[src/rtl/i2c_sensor_poller_if.sv]
// Handshake between the sensor poller and the single-byte I2C read-frame engine.
interface i2c_sensor_poller_if;
  logic       en_read;
  logic       start_frame;
  logic       stop_frame;
  logic       rd_done;
  logic [7:0] rd_data;

  modport master (
    output en_read,
    output start_frame,
    output stop_frame,
    input  rd_done,
    input  rd_data
  );

  modport slave (
    input  en_read,
    input  start_frame,
    input  stop_frame,
    output rd_done,
    output rd_data
  );
endinterface

[src/rtl/i2c_sensor_poller.sv]
// Periodic two-byte read sequencer: issues two frames per period, assembles a
// 16-bit MSB-first sample, publishes it with a one-cycle pulse, flags timeouts.
module i2c_sensor_poller #(
  parameter int unsigned PERIOD_US   = 100000,
  parameter int unsigned GAP_US      = 50,
  parameter int unsigned TIMEOUT_US  = 2000,
  parameter logic [15:0] CNT_RST_VAL = 16'h0000
) (
  input  logic                       clk_1MHz,
  input  logic                       rst_n,
  input  logic                       enable,
  i2c_sensor_poller_if.master        rd_bus,
  output logic [15:0]                result,
  output logic                       result_valid,
  output logic                       timeout_err,
  output logic                       busy,
  output logic [15:0]                sample_cnt
);

  typedef enum logic [2:0] {
    S_IDLE        = 3'd0,
    S_GAP         = 3'd1,
    S_ISSUE       = 3'd2,
    S_WAIT_DONE   = 3'd3,
    S_NEXT        = 3'd4,
    S_PUBLISH     = 3'd5,
    S_WAIT_PERIOD = 3'd6
  } state_e;

  localparam logic [20:0] PERIOD_LAST = 21'(PERIOD_US - 32'd1);
  localparam logic [20:0] GAP_LAST    = 21'(GAP_US - 32'd1);
  localparam logic [20:0] TO_LAST     = 21'(TIMEOUT_US - 32'd1);
  localparam logic [20:0] CNT_MAX     = 21'h1F_FFFF;

  state_e      state_q, state_d;
  logic        idx_q, idx_d;
  logic [20:0] per_cnt_q, per_cnt_d;
  logic [20:0] gap_cnt_q, gap_cnt_d;
  logic [20:0] frm_cnt_q, frm_cnt_d;
  logic        rd_done_prev_q, rd_done_prev_d;
  logic [7:0]  byte0_q, byte0_d;
  logic [7:0]  byte1_q, byte1_d;
  logic        abort_q, abort_d;
  logic [15:0] result_q, result_d;
  logic [15:0] sample_cnt_q, sample_cnt_d;
  logic        timeout_err_q, timeout_err_d;
  logic        en_read_q, en_read_d;
  logic        start_frame_q, start_frame_d;
  logic        stop_frame_q, stop_frame_d;
  logic        result_valid_q, result_valid_d;
  logic        busy_q, busy_d;
  logic        rd_rise_s;
  logic        frame_to_s;
  logic        sample_start_s;

  assign rd_rise_s      = rd_bus.rd_done & ~rd_done_prev_q;
  assign frame_to_s     = (state_q == S_WAIT_DONE) && !rd_rise_s && (frm_cnt_q >= TO_LAST);
  assign sample_start_s = (state_d == S_GAP) &&
                          ((state_q == S_IDLE) || (state_q == S_WAIT_PERIOD));

  // State and datapath registers with synchronous active-low reset.
  always_ff @(posedge clk_1MHz) begin
    if (!rst_n) begin
      state_q        <= S_IDLE;
      idx_q          <= 1'b0;
      per_cnt_q      <= 21'd0;
      gap_cnt_q      <= 21'd0;
      frm_cnt_q      <= 21'd0;
      rd_done_prev_q <= 1'b0;
      byte0_q        <= 8'h00;
      byte1_q        <= 8'h00;
      abort_q        <= 1'b0;
      result_q       <= 16'h0000;
      sample_cnt_q   <= CNT_RST_VAL;
      timeout_err_q  <= 1'b0;
      en_read_q      <= 1'b0;
      start_frame_q  <= 1'b0;
      stop_frame_q   <= 1'b0;
      result_valid_q <= 1'b0;
      busy_q         <= 1'b0;
    end else begin
      state_q        <= state_d;
      idx_q          <= idx_d;
      per_cnt_q      <= per_cnt_d;
      gap_cnt_q      <= gap_cnt_d;
      frm_cnt_q      <= frm_cnt_d;
      rd_done_prev_q <= rd_done_prev_d;
      byte0_q        <= byte0_d;
      byte1_q        <= byte1_d;
      abort_q        <= abort_d;
      result_q       <= result_d;
      sample_cnt_q   <= sample_cnt_d;
      timeout_err_q  <= timeout_err_d;
      en_read_q      <= en_read_d;
      start_frame_q  <= start_frame_d;
      stop_frame_q   <= stop_frame_d;
      result_valid_q <= result_valid_d;
      busy_q         <= busy_d;
    end
  end

  // Next-state logic.
  always_comb begin
    state_d = state_q;
    case (state_q)
      S_IDLE:        state_d = enable ? S_GAP : S_IDLE;
      S_GAP:         state_d = (gap_cnt_q >= GAP_LAST) ? S_ISSUE : S_GAP;
      S_ISSUE:       state_d = S_WAIT_DONE;
      S_WAIT_DONE: begin
        if (rd_rise_s) begin
          state_d = S_NEXT;
        end else if (frm_cnt_q >= TO_LAST) begin
          state_d = S_WAIT_PERIOD;
        end else begin
          state_d = S_WAIT_DONE;
        end
      end
      // An enable drop anywhere in the frame sequence abandons the sample here.
      S_NEXT: begin
        if (abort_q || !enable) begin
          state_d = S_IDLE;
        end else if (idx_q) begin
          state_d = S_PUBLISH;
        end else begin
          state_d = S_GAP;
        end
      end
      S_PUBLISH:     state_d = S_WAIT_PERIOD;
      S_WAIT_PERIOD: begin
        if (!enable) begin
          state_d = S_IDLE;
        end else if (per_cnt_q >= PERIOD_LAST) begin
          state_d = S_GAP;
        end else begin
          state_d = S_WAIT_PERIOD;
        end
      end
      default:       state_d = S_IDLE;
    endcase
  end

  // Counters, byte capture, sample assembly and flags.
  always_comb begin
    rd_done_prev_d = rd_bus.rd_done;

    if (sample_start_s) begin
      per_cnt_d = 21'd0;
    end else if ((state_q == S_IDLE) || (per_cnt_q == CNT_MAX)) begin
      per_cnt_d = per_cnt_q;
    end else begin
      per_cnt_d = per_cnt_q + 21'd1;
    end

    if (sample_start_s) begin
      idx_d = 1'b0;
    end else if ((state_q == S_NEXT) && (state_d == S_GAP)) begin
      idx_d = 1'b1;
    end else begin
      idx_d = idx_q;
    end

    gap_cnt_d = (state_q == S_GAP) ? (gap_cnt_q + 21'd1) : 21'd0;
    frm_cnt_d = (state_q == S_WAIT_DONE) ? (frm_cnt_q + 21'd1) : 21'd0;

    if ((state_q == S_WAIT_DONE) && rd_rise_s && !idx_q) begin
      byte0_d = rd_bus.rd_data;
    end else begin
      byte0_d = byte0_q;
    end
    if ((state_q == S_WAIT_DONE) && rd_rise_s && idx_q) begin
      byte1_d = rd_bus.rd_data;
    end else begin
      byte1_d = byte1_q;
    end

    if ((state_q == S_IDLE) || (state_q == S_WAIT_PERIOD)) begin
      abort_d = 1'b0;
    end else if (!enable) begin
      abort_d = 1'b1;
    end else begin
      abort_d = abort_q;
    end

    // Result moves with the pulse so both are seen together during PUBLISH.
    if (state_d == S_PUBLISH) begin
      result_d     = {byte0_q, byte1_q};
      sample_cnt_d = sample_cnt_q + 16'd1;
    end else begin
      result_d     = result_q;
      sample_cnt_d = sample_cnt_q;
    end

    if (frame_to_s) begin
      timeout_err_d = 1'b1;
    end else if ((state_q == S_IDLE) && !enable) begin
      timeout_err_d = 1'b0;
    end else begin
      timeout_err_d = timeout_err_q;
    end
  end

  // Registered outputs decoded from the upcoming state.
  always_comb begin
    en_read_d      = (state_d == S_ISSUE) || (state_d == S_WAIT_DONE);
    start_frame_d  = (state_d == S_ISSUE);
    stop_frame_d   = (state_d == S_ISSUE) && idx_d;
    result_valid_d = (state_d == S_PUBLISH);
    busy_d         = (state_d != S_IDLE);
  end

  assign rd_bus.en_read     = en_read_q;
  assign rd_bus.start_frame = start_frame_q;
  assign rd_bus.stop_frame  = stop_frame_q;
  assign result             = result_q;
  assign result_valid       = result_valid_q;
  assign timeout_err        = timeout_err_q;
  assign busy               = busy_q;
  assign sample_cnt         = sample_cnt_q;

endmodule

[src/flat_wrapper.sv]
// flat-port wrapper written by rule: the top's interface ports become plain ports
module i2c_sensor_poller_flat 
#(
  parameter int unsigned PERIOD_US   = 100000,
  parameter int unsigned GAP_US      = 50,
  parameter int unsigned TIMEOUT_US  = 2000,
  parameter logic [15:0] CNT_RST_VAL = 16'h0000
)
  (clk_1MHz, rst_n, enable, result, result_valid, timeout_err, busy, sample_cnt, rd_bus_en_read, rd_bus_start_frame, rd_bus_stop_frame, rd_bus_rd_done, rd_bus_rd_data);
  i2c_sensor_poller_if rd_bus_i ();
  input  logic clk_1MHz;
  input  logic rst_n;
  input  logic enable;
  output logic [15:0] result;
  output logic result_valid;
  output logic timeout_err;
  output logic busy;
  output logic [15:0] sample_cnt;
  output wire logic [$bits(rd_bus_i.en_read)-1:0] rd_bus_en_read;
  output wire logic [$bits(rd_bus_i.start_frame)-1:0] rd_bus_start_frame;
  output wire logic [$bits(rd_bus_i.stop_frame)-1:0] rd_bus_stop_frame;
  input wire logic [$bits(rd_bus_i.rd_done)-1:0] rd_bus_rd_done;
  input wire logic [$bits(rd_bus_i.rd_data)-1:0] rd_bus_rd_data;
  assign rd_bus_en_read = rd_bus_i.en_read;
  assign rd_bus_start_frame = rd_bus_i.start_frame;
  assign rd_bus_stop_frame = rd_bus_i.stop_frame;
  assign rd_bus_i.rd_done = rd_bus_rd_done;
  assign rd_bus_i.rd_data = rd_bus_rd_data;
  i2c_sensor_poller #(.PERIOD_US(PERIOD_US), .GAP_US(GAP_US), .TIMEOUT_US(TIMEOUT_US), .CNT_RST_VAL(CNT_RST_VAL)) u_core (.clk_1MHz(clk_1MHz), .rst_n(rst_n), .enable(enable), .rd_bus(rd_bus_i), .result(result), .result_valid(result_valid), .timeout_err(timeout_err), .busy(busy), .sample_cnt(sample_cnt));
endmodule
[config.mk]
export PLATFORM = sky130hd
export DESIGN_NAME = i2c_sensor_poller_flat
export DESIGN_NICKNAME = d
export VERILOG_FILES = /design/src/rtl/i2c_sensor_poller_if.sv /design/src/rtl/i2c_sensor_poller.sv /design/src/flat_wrapper.sv
export SDC_FILE = /design/constraint.sdc
export NUM_CORES = 1
export LEC_CHECK = 0
export ABC_AREA = 1
export CORE_ASPECT_RATIO = 0.8
export CORE_UTILIZATION = 57
export DETAILED_ROUTE_END_ITERATION = 7
export PLACE_DENSITY = 0.8
export SYNTH_ARGS = -nofsm -noshare
export SYNTH_HDL_FRONTEND = slang
export SYNTH_SLANG_ARGS = --single-unit
[constraint.sdc]
create_clock -name clk_1MHz -period 2.25 [get_ports clk_1MHz]
set_input_delay 0.45 -clock clk_1MHz [delete_from_list [all_inputs] [get_ports clk_1MHz]]
set_output_delay 0.45 -clock clk_1MHz [all_outputs]
set_load 0.1 [all_outputs]
==> flow_metrics.py, run 1 <==
metrics = {
    "outcome": {
        "outcome": "finished, final reports clean",
    },
    "grt": {
        "grt_pass1_vias": 4855,
        "met1_usage_pct": 35.0,
        "grt_pass1_wl_mm": 21.8,
        "grt_start_max_net_pins": 40,
        "groute.usage.overall_pct": 26.5,
        "busiest_layer": "met2",
        "gr-usage-met3_pct": 7.18,
        "use_met2_pct": 41.9,
        "antenna_found_initial": 0,
        "grt.overflow.total": 0,
    },
    "floorplanning": {
        "rows": 32,
        "dieArea_mm2": 0.0103,
        "boundaryPins": 50,
        "start_util_pct": 58.4,
        "die_y_um": 90.8,
        "core_area_mm2": 0.00961,
        "die_w_um": 113,
    },
    "synthesis": {
        "synth.ff_latch_count": 123,
        "ys_top_cells_by_count": "128 x inv_1, 123 x dfxtp_1, 116 x nand2_1, 98 x nor2_1, 78 x a21oi_1",
        "postSynthAreaPerCell_um2": 7.12,
        "ys_async_sr_fraction_pct": 0,
        "yosysMostFrequentCell": "inv_1",
        "synth_edf_count": 0,
        "synth_top_area_cell": "dfxtp_1",
        "syn_nets": 805,
        "syn_area_mm2": 0.00561,
        "netlist.area_leader.share_pct": 43.9,
        "syn_inst": 788,
        "ys_warn_count": 0,
        "synthFlopType": "dfxtp_1",
        "yosysSeqAreaShare_pct": 43.9,
        "synthDistinctLibCells": 34,
        "synth_area_leaders": "dfxtp_1 44%, inv_1 8.6%, nand2_1 7.8%",
    },
    "layout": {
        "antenna_cells": 0,
        "area_growth_pct": 21.9,
        "fin_nets": 874,
        "fin_area_mm2": 0.00684,
        "drive_above_1_share_pct": 14.7,
        "post-route-util_pct": 71.2,
    },
    "worst_setup_path": {
        "end_kind": "flip-flop",
        "timing.rr.start": "u_core.gap_cnt_q[0]$_SDFF_PN0_",
        "cp.arrival_ns": 2.36,
        "ff2ff_path_depth": 13,
        "cp-start-kind": "flip-flop",
        "rrSetupSlack_ns": 0.23,
        "worstPathMaxFanout": 5,
        "required_ns": 2.59,
        "rr_endpoint": "u_core.gap_cnt_q[18]$_SDFF_PN0_",
        "critPathKind": "flip-flop to flip-flop",
    },
    "timing": {
        "hold_viol": 0,
        "setup_viol": 0,
        "max_freq_ghz": 0.495,
        "tightest_slew_ns": 0.503,
        "min_period_ns": 2.02,
        "rsz0062_at_grt": "yes",
        "finalCritPeriodShare_pct": 89.7,
        "skew_ns": 0.0120,
        "slew_viol_final": 0,
        "relSlewSlack_pct": 66.4,
    },
    "clocking": {
        "cts_buffer_depth": 2,
        "htreeDepth": 4,
        "cts.reportedPaths.clkPinSlew_ns": 0.06,
        "cts_setup_buffers": 0,
        "clkSinkCount": 123,
        "cts_made_buffers": 17,
        "clock_latency_ns": 0.42,
        "tritoncts": "yes",
        "clockRootBuffer": "clkbuf_16",
    },
    "placed_design": {
        "post-dp-hpwl_mm": 8.94,
        "place_congestion": 0.919,
        "placed_cell_area_mm2": 0.00623,
        "io_buffers": 49,
    },
    "hold_path": {
        "hp-class": "flip-flop to flip-flop",
        "hold_end": "u_core.frm_cnt_q[0]$_SDFF_PN0_",
        "min_from": "u_core.frm_cnt_q[0]$_SDFF_PN0_",
        "hold_depth": 1,
    },
    "route": {
        "post_drt_wl_per_cell_um": 13.0,
        "viasPerCell": 5.24,
        "wirelength_mm": 12.8,
        "drc": 0,
        "drtIter0Drc": 354,
        "vias": 5174,
        "antenna_left": 0,
        "drt_first_pass_iters": 5,
    },
    "power": {
        "seq_power_share_pct": 42.9,
        "clockPowerShare_pct": 53.8,
        "internal_power_mw": 3.99,
        "vdd_ir_drop_max_mv": 0.556,
        "netSwitchingPower_mw": 1.12,
        "p_sw_share_pct": 21.9,
        "p_comb_share_pct": 3.3,
        "cellLeakagePower_nw": 2.72,
        "p_per_area_mw_per_mm2": 747,
    },
    "job": {
        "drv_cap": 0,
    },
}
[metrics by stage]
stage	hold slack [ns]	std cells	setup WS, ns	TNS [ns]	total power, mW
6_report	0.452	987	0.231	0	5.11
5_1_grt	0.477	987	-0.0151	-0.0151	5.26
4_1_cts	0.456	987	0.160	0	5.13
3_5_place_dp	0.443	957	-0.145	-2.46	2.41
3_3_place_gp	0.430	957	-0.0887	-1.87	2.40
2_1_floorplan	0.418	788	0.0760	0	2.34
[registers in the layout (all words and copies together) (netlist names)]
register and cells:
u_core.frm_cnt_q 21, u_core.gap_cnt_q 21, u_core.per_cnt_q 21, u_core.result 16
u_core.sample_cnt 16, u_core.byte0_q 8, u_core.byte1_q 8, u_core.state_q 3
u_core.abort_q 1, u_core.busy 1, u_core.idx_q 1, u_core.rd_bus.en_read 1
u_core.rd_bus.start_frame 1, u_core.rd_bus.stop_frame 1, u_core.rd_done_prev_q 1, u_core.result_valid 1
u_core.timeout_err 1
[worst max-delay path by stage]
stage                                       from                            endpoint  slack, ns  depth (start not counted)
3_5_place_dp                              enable  u_core.sample_cnt[13]$_SDFFE_PN0P_      -0.14                         12
4_1_cts           u_core.gap_cnt_q[0]$_SDFF_PN0_     u_core.gap_cnt_q[18]$_SDFF_PN0_       0.16                         12
6_report          u_core.gap_cnt_q[0]$_SDFF_PN0_     u_core.gap_cnt_q[18]$_SDFF_PN0_       0.23                         13
5_1_grt           u_core.gap_cnt_q[0]$_SDFF_PN0_     u_core.gap_cnt_q[18]$_SDFF_PN0_      -0.02                         13
2_1_floorplan  u_core.sample_cnt[0]$_SDFFE_PN0P_  u_core.sample_cnt[14]$_SDFFE_PN0P_       0.08                         10
3_3_place_gp                              enable   u_core.per_cnt_q[12]$_SDFFE_PP0N_      -0.09                         14
[cell usage in the layout, fill, tap and decap left out, types with 4 or more instances in the layout]
cell and instances:
inv_1 128, dfxtp_1 122, nand2_1 115, nor2_1 97
a21oi_1 78, o21ai_0 59, buf_4 53, nand3_1 43
nor3_1 27, nor2_2 20, clkbuf_16 17, nand4_1 15
xor2_1 13, clkdlybuf4s50_1 11, xnor2_1 6, nor4_1 5
ha_1 5, inv_2 4, nor3b_1 4, nand2_2 4
or2_2 4
[metal layers]
metal / wire, um / vias up
met4: 218 / 0
li1: - / 2677
met1: 6170 / 2358
met3: 631 / 22
met2: 5770 / 117
met5: 0 / -
[power groups by stage]
stage                     sequential [mW]  clock (mW)  combinational, mW
after CTS                            2.19        2.77              0.169
after floorplan                      2.25           0             0.0923
after global placement               2.24           0              0.163
after global routing                 2.19        2.88              0.185
after detailed placement             2.24           0              0.166
final                                2.19        2.75              0.169
[cell type report]
cell class	count	area, um2
fill	751	2770
clock buffer	17	425
clock inverter	13	169
tap	119	149
timing repair buffer	66	548
sequential	123	2460
multi-input combinational	517	2590
inverter	132	495
[cell families (layout without fill, tap and decap cells)]
family	Yosys count	after routing	synth area share, %
flops	123	123	43.9
xor+xnor	19	19	2.96
compound gates	144	144	13.1
simple gates	349	349	28.7
fa+ha+maj	5	5	1.11
buf+inv	148	228	10.3
[critical path, cell delays in order, from the launching register on]
cell      delay [ns]
dfxtp_2         0.36
ha_1            0.17
nand2_1         0.06
inv_1           0.08
nand2_1         0.11
nor2_2          0.13
nand2_2         0.09
nor2_1          0.15
nand3_2         0.13
nor3_4          0.17
nand3b_1        0.19
nor2_1          0.13
nand2_1         0.06
a21oi_1         0.13
[timing repair]
| item | in CTS | in global routing |
|---|---|---|
| resized for setup | 0 | 6 |
| endpoints found under the hold margin | 0 | 0 |
| hold buffers | 0 | 0 |
| endpoints found under the setup margin | 0 | 4 |
(Power assumes the default switching activity.)
==> run 2: changes to the inputs <==
ABC_CLOCK_PERIOD_IN_PS = 2250   (was default)
==> results of run 2 <==
No change in the layout: final DEF, timing and power equal those of run 1.
